## src/rtl/esm_pkg.sv

```systemverilog
// esm_pkg: shared types and constants for the issue buffer slice
package esm_pkg;
  typedef enum logic {S_IDLE, S_OFFER} issue_st_e;
  localparam logic [1:0] SETTLE = 2'd3;
  localparam int DEF_BS = 16;
  localparam int DEF_W = 32;
endpackage

```

## src/rtl/esm_rr_picker.sv

```systemverilog
// esm_rr_picker: first set mask bit at or after i_ptr, wrapping around
module esm_rr_picker #(
  parameter int N = 16,
  localparam int B = $clog2(N)
) (
  input  logic [N-1:0] i_mask,
  input  logic [B-1:0] i_ptr,
  output logic         o_found,
  output logic [B-1:0] o_index
);
  always_comb begin
    o_found = 1'b0;
    o_index = '0;
    for (int k = N - 1; k >= 0; k--) begin
      if (i_mask[i_ptr + B'(k)]) begin
        o_found = 1'b1;
        o_index = i_ptr + B'(k);
      end
    end
  end
endmodule

```

## src/rtl/esm_issue_buffer.sv

```systemverilog
// esm_issue_buffer: instruction buffer with settle delay and round-robin issue
module esm_issue_buffer
  import esm_pkg::*;
#(
  parameter int Instruction_word_size = DEF_W,
  parameter int bs = DEF_BS,
  localparam int BSB = $clog2(bs)
) (
  input  logic                             clk,
  input  logic                             rst,
  input  logic                             in_valid,
  output logic                             in_ready,
  input  logic [Instruction_word_size-1:0] in_instr,
  input  logic                             in_regwrite,
  input  logic                             in_alusrc,
  output logic [BSB-1:0]                   core_index,
  output logic [Instruction_word_size-1:0] core_instr,
  output logic                             core_regwrite,
  output logic                             core_alusrc,
  output logic [0:bs-1]                    valid_entries,
  input  logic [0:bs-1]                    independent_instr,
  output logic                             issue_valid,
  input  logic                             issue_ready,
  output logic [BSB-1:0]                   issue_index,
  output logic [Instruction_word_size-1:0] issue_instr,
  input  logic                             flush,
  output logic [BSB:0]                     free_count
);
  logic [Instruction_word_size-1:0] r_mem [bs];
  logic [1:0]     r_settle [bs];
  logic [bs-1:0]  r_valid;
  logic [BSB:0]   r_free;
  logic [BSB-1:0] r_rr;
  issue_st_e      r_state;
  logic           w_accept, w_fire, w_alloc_found, w_pick_found;
  logic [BSB-1:0] w_alloc_idx, w_pick_idx;
  logic [bs-1:0]  w_elig, w_valid_nxt;
  logic [BSB:0]   w_used;

  esm_rr_picker #(.N(bs)) u_alloc (
    .i_mask(~r_valid), .i_ptr('0), .o_found(w_alloc_found), .o_index(w_alloc_idx)
  );
  esm_rr_picker #(.N(bs)) u_pick (
    .i_mask(w_elig), .i_ptr(r_rr), .o_found(w_pick_found), .o_index(w_pick_idx)
  );

  assign in_ready    = !rst && !flush && (r_free != '0);
  assign w_accept    = in_valid && in_ready && w_alloc_found;
  assign w_fire      = (r_state == S_OFFER) && issue_ready && !flush;
  assign issue_valid = (r_state == S_OFFER);
  assign free_count  = r_free;

  always_comb begin
    w_valid_nxt = r_valid;
    if (w_fire) w_valid_nxt[issue_index] = 1'b0;
    if (w_accept) w_valid_nxt[w_alloc_idx] = 1'b1;
    if (flush) w_valid_nxt = '0;
    w_used = '0;
    for (int i = 0; i < bs; i++) begin
      w_used = w_used + {{BSB{1'b0}}, w_valid_nxt[i]};
      w_elig[i] = r_valid[i] && (r_settle[i] == 2'd0) && independent_instr[i] && (r_state == S_IDLE);
      valid_entries[i] = r_valid[i];
    end
  end

  always_ff @(posedge clk)
    if (w_accept) r_mem[w_alloc_idx] <= in_instr;

  always_ff @(posedge clk) begin
    if (rst) begin
      r_valid       <= '0;
      r_free        <= (BSB+1)'(bs);
      r_rr          <= '0;
      r_state       <= S_IDLE;
      issue_index   <= '0;
      issue_instr   <= '0;
      core_index    <= '0;
      core_instr    <= '0;
      core_regwrite <= 1'b0;
      core_alusrc   <= 1'b0;
      for (int i = 0; i < bs; i++) r_settle[i] <= 2'd0;
    end else begin
      r_valid       <= w_valid_nxt;
      r_free        <= (BSB+1)'(bs) - w_used;
      core_instr    <= w_accept ? in_instr : '0;
      core_regwrite <= w_accept && in_regwrite;
      core_alusrc   <= w_accept && in_alusrc;
      if (w_accept) core_index <= w_alloc_idx;
      for (int i = 0; i < bs; i++)
        r_settle[i] <= flush ? 2'd0 :
                       (w_accept && w_alloc_idx == BSB'(i)) ? SETTLE :
                       (r_settle[i] != 2'd0) ? r_settle[i] - 2'd1 : 2'd0;
      if (flush) begin
        r_state <= S_IDLE;
        r_rr    <= '0;
      end else if (r_state == S_IDLE && w_pick_found) begin
        r_state     <= S_OFFER;
        issue_index <= w_pick_idx;
        issue_instr <= r_mem[w_pick_idx];
      end else if (w_fire) begin
        r_state <= S_IDLE;
        r_rr    <= issue_index + BSB'(1);
      end
    end
  end
endmodule
```

## config.mk

```make
export PLATFORM = sky130hd
export DESIGN_NAME = esm_issue_buffer
export DESIGN_NICKNAME = d
export VERILOG_FILES = /design/src/rtl/esm_pkg.sv /design/src/rtl/esm_rr_picker.sv /design/src/rtl/esm_issue_buffer.sv
export SDC_FILE = /design/constraint.sdc
export NUM_CORES = 1
export LEC_CHECK = 0
export BUFFER_PORTS_ARGS = -buffer_cell sky130_fd_sc_hd__buf_4
export CAP_MARGIN = 20
export CORE_ASPECT_RATIO = 1.2
export CORE_MARGIN = 2
export CORE_UTILIZATION = 55
export CTS_CLUSTER_SIZE = 16
export DETAILED_ROUTE_END_ITERATION = 6
export PLACE_DENSITY = 0.76
export RECOVER_POWER = 50
export SKIP_CTS_REPAIR_TIMING = 1
export SLEW_MARGIN = 20
export SYNTH_ARGS = -nofsm -noshare
export SYNTH_HDL_FRONTEND = slang
export SYNTH_SLANG_ARGS = --single-unit
```

## constraint.sdc

```tcl
create_clock -name clk -period 10.15 [get_ports clk]
set_input_delay 2.03 -clock clk [delete_from_list [all_inputs] [get_ports clk]]
set_output_delay 2.03 -clock clk [all_outputs]
set_load 0.05 [all_outputs]
```

### Yosys cells after proc, flatten, opt, wreduce, memory -nomap -nowiden

Memory sizes are Yosys's and may differ from the RTL's. A register that Yosys moved wholly into a read port is not among the register bits.
Index checks and enable logic that the tools add are counted.

| storage, ports and cells | value |
|---|---|
| memory bits (writable) | 544 |
| flip-flop bits (word level) | 68 |
| word-level logic and storage cells | 408 |
| output and inout port bits | 97 |
| memories kept | 2 |

| cells by class | value |
|---|---|
| eq/ne operators | 15 |
| $lt $le $gt $ge | 20 |
| reductions and logical operators | 116 |
| add/subtract/negate cells | 48 |
| bitwise gates (word level) | 24 |
| muxes and demuxes | 174 |

Memory list:

| name | words | bits a word | rd ports | clocked after memory_dff | write ports | RTL line | RTL |
|---|---|---|---|---|---|---|---|
| r_mem | 16 | 32 | 1 | 1 | 1 | esm_issue_buffer.sv:29 | `logic [Instruction_word_size-1:0] r_mem [bs];` |
| r_settle | 16 | 2 | 16 | 0 | 16 | esm_issue_buffer.sv:30 | `logic [1:0] r_settle [bs];` |

Operators by type and width:

| cell | number |
|---|---|
| $mux W2 | 64 |
| $mux W4 | 32 |
| $lt A4 B5 Y1 const B | 18 |
| $logic_and A1 B1 Y1 | 75 |
| $bmux W1 S4 | 16 |
| $mux W1 | 57 |
| $add A5 B1 Y5 | 11 |
| $mux W16 | 3 |
| $reduce_bool A2 Y1 | 17 |
| $add A4 B4 Y4 const B | 8 |
| $eq A4 B4 Y1 const B | 8 |
| $logic_not A2 Y1 | 16 |
| $not A16 Y16 | 2 |
| $sub A2 B1 Y2 const B | 16 |
| $add A4 B3 Y4 const B | 4 |
| $and A16 B16 Y16 | 1 |
| $eq A4 B3 Y1 const B | 4 |
| $or A1 B1 Y1 | 16 |
| $or A16 B16 Y16 | 1 |
| $add A4 B1 Y4 const B | 2 |
| $add A4 B2 Y4 const B | 2 |
| $demux W1 S4 | 2 |
| $eq A4 B2 Y1 const B | 2 |
| $ge A4 B1 Y1 const B | 2 |
| other kinds (12) | 18 |

### Longest topological paths before layout

| depth | value |
|---|---|
| depth after elaboration | 40 |
| mapped depth | 27 |
| gate-level depth less buffers | 27 |

### By module

Synthesis repeated with hierarchy kept, for this count alone.

| second synthesis, totals | value |
|---|---|
| cell total of the unflattened synthesis | 1,819 |
| area total of the unflattened synthesis | 28,929.0 µm² |

By module, submodules not included:

| module | sequential area each (µm²) | instances | cells an instance | area an instance (µm²) |
|---|---|---|---|---|
| esm_issue_buffer | 18,017.3 | 1 | 1,325 | 24,526.0 |
| esm_rr_picker at u_alloc | 0.0 | 1 | 259 | 2,328.5 |
| esm_rr_picker at u_pick | 0.0 | 1 | 235 | 2,074.5 |

### Worst setup path before layout

OpenSTA, ideal clock, no wires.

| timing path | value |
|---|---|
| path kind | input to register |
| from | in rst |
| to | reg r_free[4] (netlist: free_count[4]) |
| path slack | -0.017 ns |
| arrival | 10.050 ns |
| stages | 23 |
| buffers on the path | 1 |
| library setup time | 0.117 ns |
| cells stage by stage | or2_2 clkbuf_1 a21oi_1 nand2_1 nor2_1 nand2_1 nor3_1 a21oi_1 or2_2 fa_1 inv_1 ha_1 inv_1 fa_1 inv_1 fa_1 fa_1 inv_1 fa_1 ha_1 fa_1 xnor2_1 nand2b_1 |

| on the way | value |
|---|---|
| cells in the longest elaborated chain, start to end | 23 |

Ends and longest elaborated chain:

| element | RTL line | RTL |
|---|---|---|
| start: declaration | esm_issue_buffer.sv:10 | `input logic rst,` |
| $logic_not A1 Y1 (*) | esm_issue_buffer.sv:47 | `assign in_ready = !rst && !flush && (r_free != '0);` |
| $logic_and A1 B1 Y1 (*) (2 in a row) | esm_issue_buffer.sv:47 |  |
| named net in_ready | esm_issue_buffer.sv:12 | `output logic in_ready,` |
| $logic_and A1 B1 Y1 (*) (2 in a row) | esm_issue_buffer.sv:48 | `assign w_accept = in_valid && in_ready && w_alloc_found;` |
| $mux W16 (*) | esm_issue_buffer.sv:56 | `if (w_accept) w_valid_nxt[w_alloc_idx] = 1'b1;` |
| $mux W16 (*) | esm_issue_buffer.sv:57 | `if (flush) w_valid_nxt = '0;` |
| $add A1 B1 Y2 | esm_issue_buffer.sv:60 | `w_used = w_used + {{BSB{1'b0}}, w_valid_nxt[i]};` |
| $add A2 B1 Y3 | esm_issue_buffer.sv:60 |  |
| $add A3 B1 Y4 | esm_issue_buffer.sv:60 |  |
| $add A4 B1 Y5 | esm_issue_buffer.sv:60 |  |
| $add A5 B1 Y5 (10 in a row) | esm_issue_buffer.sv:60 |  |
| $add A5 B1 Y5 (*) | esm_issue_buffer.sv:60 |  |
| $sub A5 B5 Y5 (*) | esm_issue_buffer.sv:84 | `r_free <= (BSB+1)'(bs) - w_used;` |
| end signal: assignment | esm_issue_buffer.sv:72 | `r_free <= (BSB+1)'(bs);` |
| end signal: assignment | esm_issue_buffer.sv:84 |  |
| end: declaration | esm_issue_buffer.sv:32 | `logic [BSB:0] r_free;` |

Mark *: on every way through the listed nets, which the timed path passes. The rest lies on a longest branch.
A chain may end at the register's enable or synchronous reset.

### Worst setup path in the final report

| timing path | value |
|---|---|
| from | in flush |
| to | reg r_free[4] (netlist: free_count[4]) |

| on the way | value |
|---|---|
| cells in the longest elaborated chain, start to end | 23 |

Ends and longest elaborated chain:

| element | RTL line | RTL |
|---|---|---|
| start: declaration | esm_issue_buffer.sv:26 | `input logic flush,` |
| $logic_not A1 Y1 | esm_issue_buffer.sv:47, esm_issue_buffer.sv:49 |  |
| $logic_and A1 B1 Y1 (2 in a row) | esm_issue_buffer.sv:47 |  |
| $logic_and A1 B1 Y1 (2 in a row) | esm_issue_buffer.sv:48 |  |
| $mux W16 | esm_issue_buffer.sv:56 |  |
| $mux W16 (*) | esm_issue_buffer.sv:57 |  |
| $add A1 B1 Y2 | esm_issue_buffer.sv:60 |  |
| $add A2 B1 Y3 | esm_issue_buffer.sv:60 |  |
| $add A3 B1 Y4 | esm_issue_buffer.sv:60 |  |
| $add A4 B1 Y5 | esm_issue_buffer.sv:60 |  |
| $add A5 B1 Y5 (10 in a row) | esm_issue_buffer.sv:60 |  |
| $add A5 B1 Y5 (*) | esm_issue_buffer.sv:60 |  |
| $sub A5 B5 Y5 (*) | esm_issue_buffer.sv:84 |  |

Every way passes the cells marked *; elsewhere a longest branch is shown, timed or not.

==> results.yml <==
setup_path:
  cp.arrival_ns: 8.78
  start_kind: "primary input"
  cp_data_required_time_ns: 10.66
  critPathCaptureType: "flop"
  path_max_fanout: 54
  critical_path_class: "in -> reg"
power_and_ir_drop:
  power.density_mw_per_mm2: 190
  leakage_nw: 10.3
  total_power_w: 0.00594
  worst_ir_drop_vdd_uv: 149
routing:
  drt_iter0_markers: 2306
  wl_um: 76300
  ant_nets: 0
  vias_per_cell: 6.54
  firstDrtPassIters: 6
  wire_per_inst_um: 24.9
  route.detailed.drc: 0
  vias: 20045
clock_network:
  worstSkewPairLatency_ns: 0.64
  clockBufferDepth: 3
  root_buffer: "clkbuf_16"
  cts_tree: "built"
  clk_pin_slew_ns: 0.06
  cts_made_buffers: 59
  cts.sinks: 644
  cts-htree-levels: 2
synth:
  synth_warnings: 0
  syn-num-nets: 2349
  postSynthAreaPerCell_um2: 12.3
  yosys.area.top_type: "edfxtp_1"
  syn_inst: 2261
  synth_edf_count: 512
  synth_area_mm2: 0.0279
  yosysTopAreaCellShare_pct: 55.2
  synth_cell_types: 93
  ys_seq_area_share_pct: 64.7
  async_reset_ff_share_pct: 0
  synth_area_leaders: "edfxtp_1, dfxtp_1, nand2_1, a211oi_1, nand3_1"
  synthFlopType: "edfxtp_1"
  ys_seq_elements: 644
place:
  dp_cells: 2952
  numPortBuffers: 151
  dp_hpwl_um: 43500
  gp_congestion: 0.929
sta:
  period_share_pct: 81.5
  finalHoldViolCount: 0
  clock.fmax_mhz: 121
  relSlewSlack_pct: 27.4
  drv_slew: 0
  fin_crit_ns: 8.27
  worst_pin_slew_ns: 1.09
  tns_ns: 0
  clock_skew_ns: 0.0297
  setup_viol_count_final: 0
  rsz0062_at_grt: "false"
die:
  io_pins: 152
  die_y_um: 251
  core_area_mm2: 0.0501
  num_rows: 90
  initial_core_util_pct: 55.6
  dieArea_mm2: 0.0525
  die_x_um: 209
run:
  maxCapViolCount: 0
cells_and_area:
  finish.utilization_pct: 62.3
  drive_gt1_share_pct: 9.06
  area_growth_pct: 12.0
  final_cells: 3063
  most-common-layout-cells: "edfxtp_1, nand2_1, nand3_1"
  fill_cells: 3779
  layout.nets: 2458
  register_area_mm2: 0.0180
  multi_input_comb_area_mm2: 0.00919
  final_common_cell: "edfxtp_1"
global_route:
  antenna_found_initial: 1
  track_usage_pct: 28.6
  gr-total-overflow: 0
  grt_max_degree: 126
  grt_pass1_vias: 19476
  grt_first_pass_wirelength_um: 114000
status:
  status: "completed"
min_path:
  hold_class: "reg -> reg"
-- metal layers --
metal,global-route usage [%],part of all wire [%]
met1,36.5,38
met4,11.9,3.8
met5,0,0.017
met3,4.83,8.9
met2,48.6,49
-- power by group --
part / leakage, nW / internal, W / switching, W
Sequential: 5.67 / 0.00288 / 0.0000251
Clock: 0.960 / 0.00131 / 0.000957
Combinational: 3.64 / 0.000203 / 0.000574
Total: 10.3 / 0.00438 / 0.00156
-- logic make-up after synthesis --
| logic type | after synthesis | synth area share [%] |
|---|---|---|
| simple gates | 806 | 14.1 |
| flops | 644 | 64.7 |
| compound gates | 505 | 12.6 |
| buf+inv | 184 | 2.86 |
| mux | 72 | 3.45 |
| fa+ha+maj | 33 | 1.78 |
| xor+xnor | 17 | 0.534 |
-- path summary, 6_finish.rpt --
kind / cells past startpoint / startpoint / slack, ns / end
hold / removal: 2 / core_index[2] / 0.47 / core_index[2]
hold reg to reg: 2 / core_index[2] / 0.47 / core_index[2]
setup reg to reg: 17 / r_rr[2] / 3.08 / issue_instr[22]
setup / recovery: 21 / flush / 1.88 / free_count[4]
-- Yosys cell counts, types with 20 or more instances --
library cell	n
edfxtp_1	512
nand2_1	343
nand3_1	145
a21oi_1	135
dfxtp_1	132
a211oi_1	105
nor2_1	91
clkbuf_1	77
nand4_1	67
a221oi_1	65
mux2i_1	46
a22oi_1	43
buf_2	42
inv_1	42
and2_1	41
o21ai_1	31
ha_1	22
o21ai_0	20
-- flip-flops by register name, summed over array words and instances, names as in the netlist --
register	count
issue_index	4
r_mem	512
free_count	5
core_instr	32
r_valid	16
issue_instr	32
issue_valid	1
r_rr	4
core_regwrite	1
core_alusrc	1
core_index	4
r_settle	32
-- through the flow --
| stage | instance area, um2 | worst slack [ns] | hold WS (ns) |
|---|---|---|---|
| after floorplan | 27900 | 0.130 | 0.445 |
| after global placement | 29600 | 1.88 | 0.457 |
| after detailed placement | 29700 | 1.67 | 0.461 |
| after CTS | 31700 | 2.28 | 0.478 |
| after global routing | 31200 | 1.59 | 0.498 |
| final | 31200 | 1.88 | 0.475 |
-- worst max-delay path, cell delays in order --
cell      delay [ns]
clkbuf_1        0.34
or2_2           0.79
a21oi_1         0.40
and2_0          0.35
nand3b_1        0.19
inv_2           0.08
buf_4           0.51
a21oi_1         0.13
or2_2           0.33
fa_1            0.48
ha_1            0.22
fa_1            0.50
inv_1           0.05
fa_1            0.45
fa_1            0.52
inv_1           0.06
fa_1            0.47
ha_1            0.24
fa_1            0.40
xnor2_1         0.18
nand2b_1        0.07
-- cell type report --
| class | count | share of cell area, % |
|---|---|---|
| Sequential cell | 644 | 57.7 |
| Multi-Input combinational cell | 1433 | 29.5 |
| Clock buffer | 78 | 5.09 |
| Timing Repair Buffer | 189 | 3.35 |
| Tap cell | 644 | 2.58 |
| Clock inverter | 31 | 1.25 |
| Inverter | 43 | 0.517 |
| Antenna cell | 1 | 0.00802 |
Power figures use the tool's default switching activity.
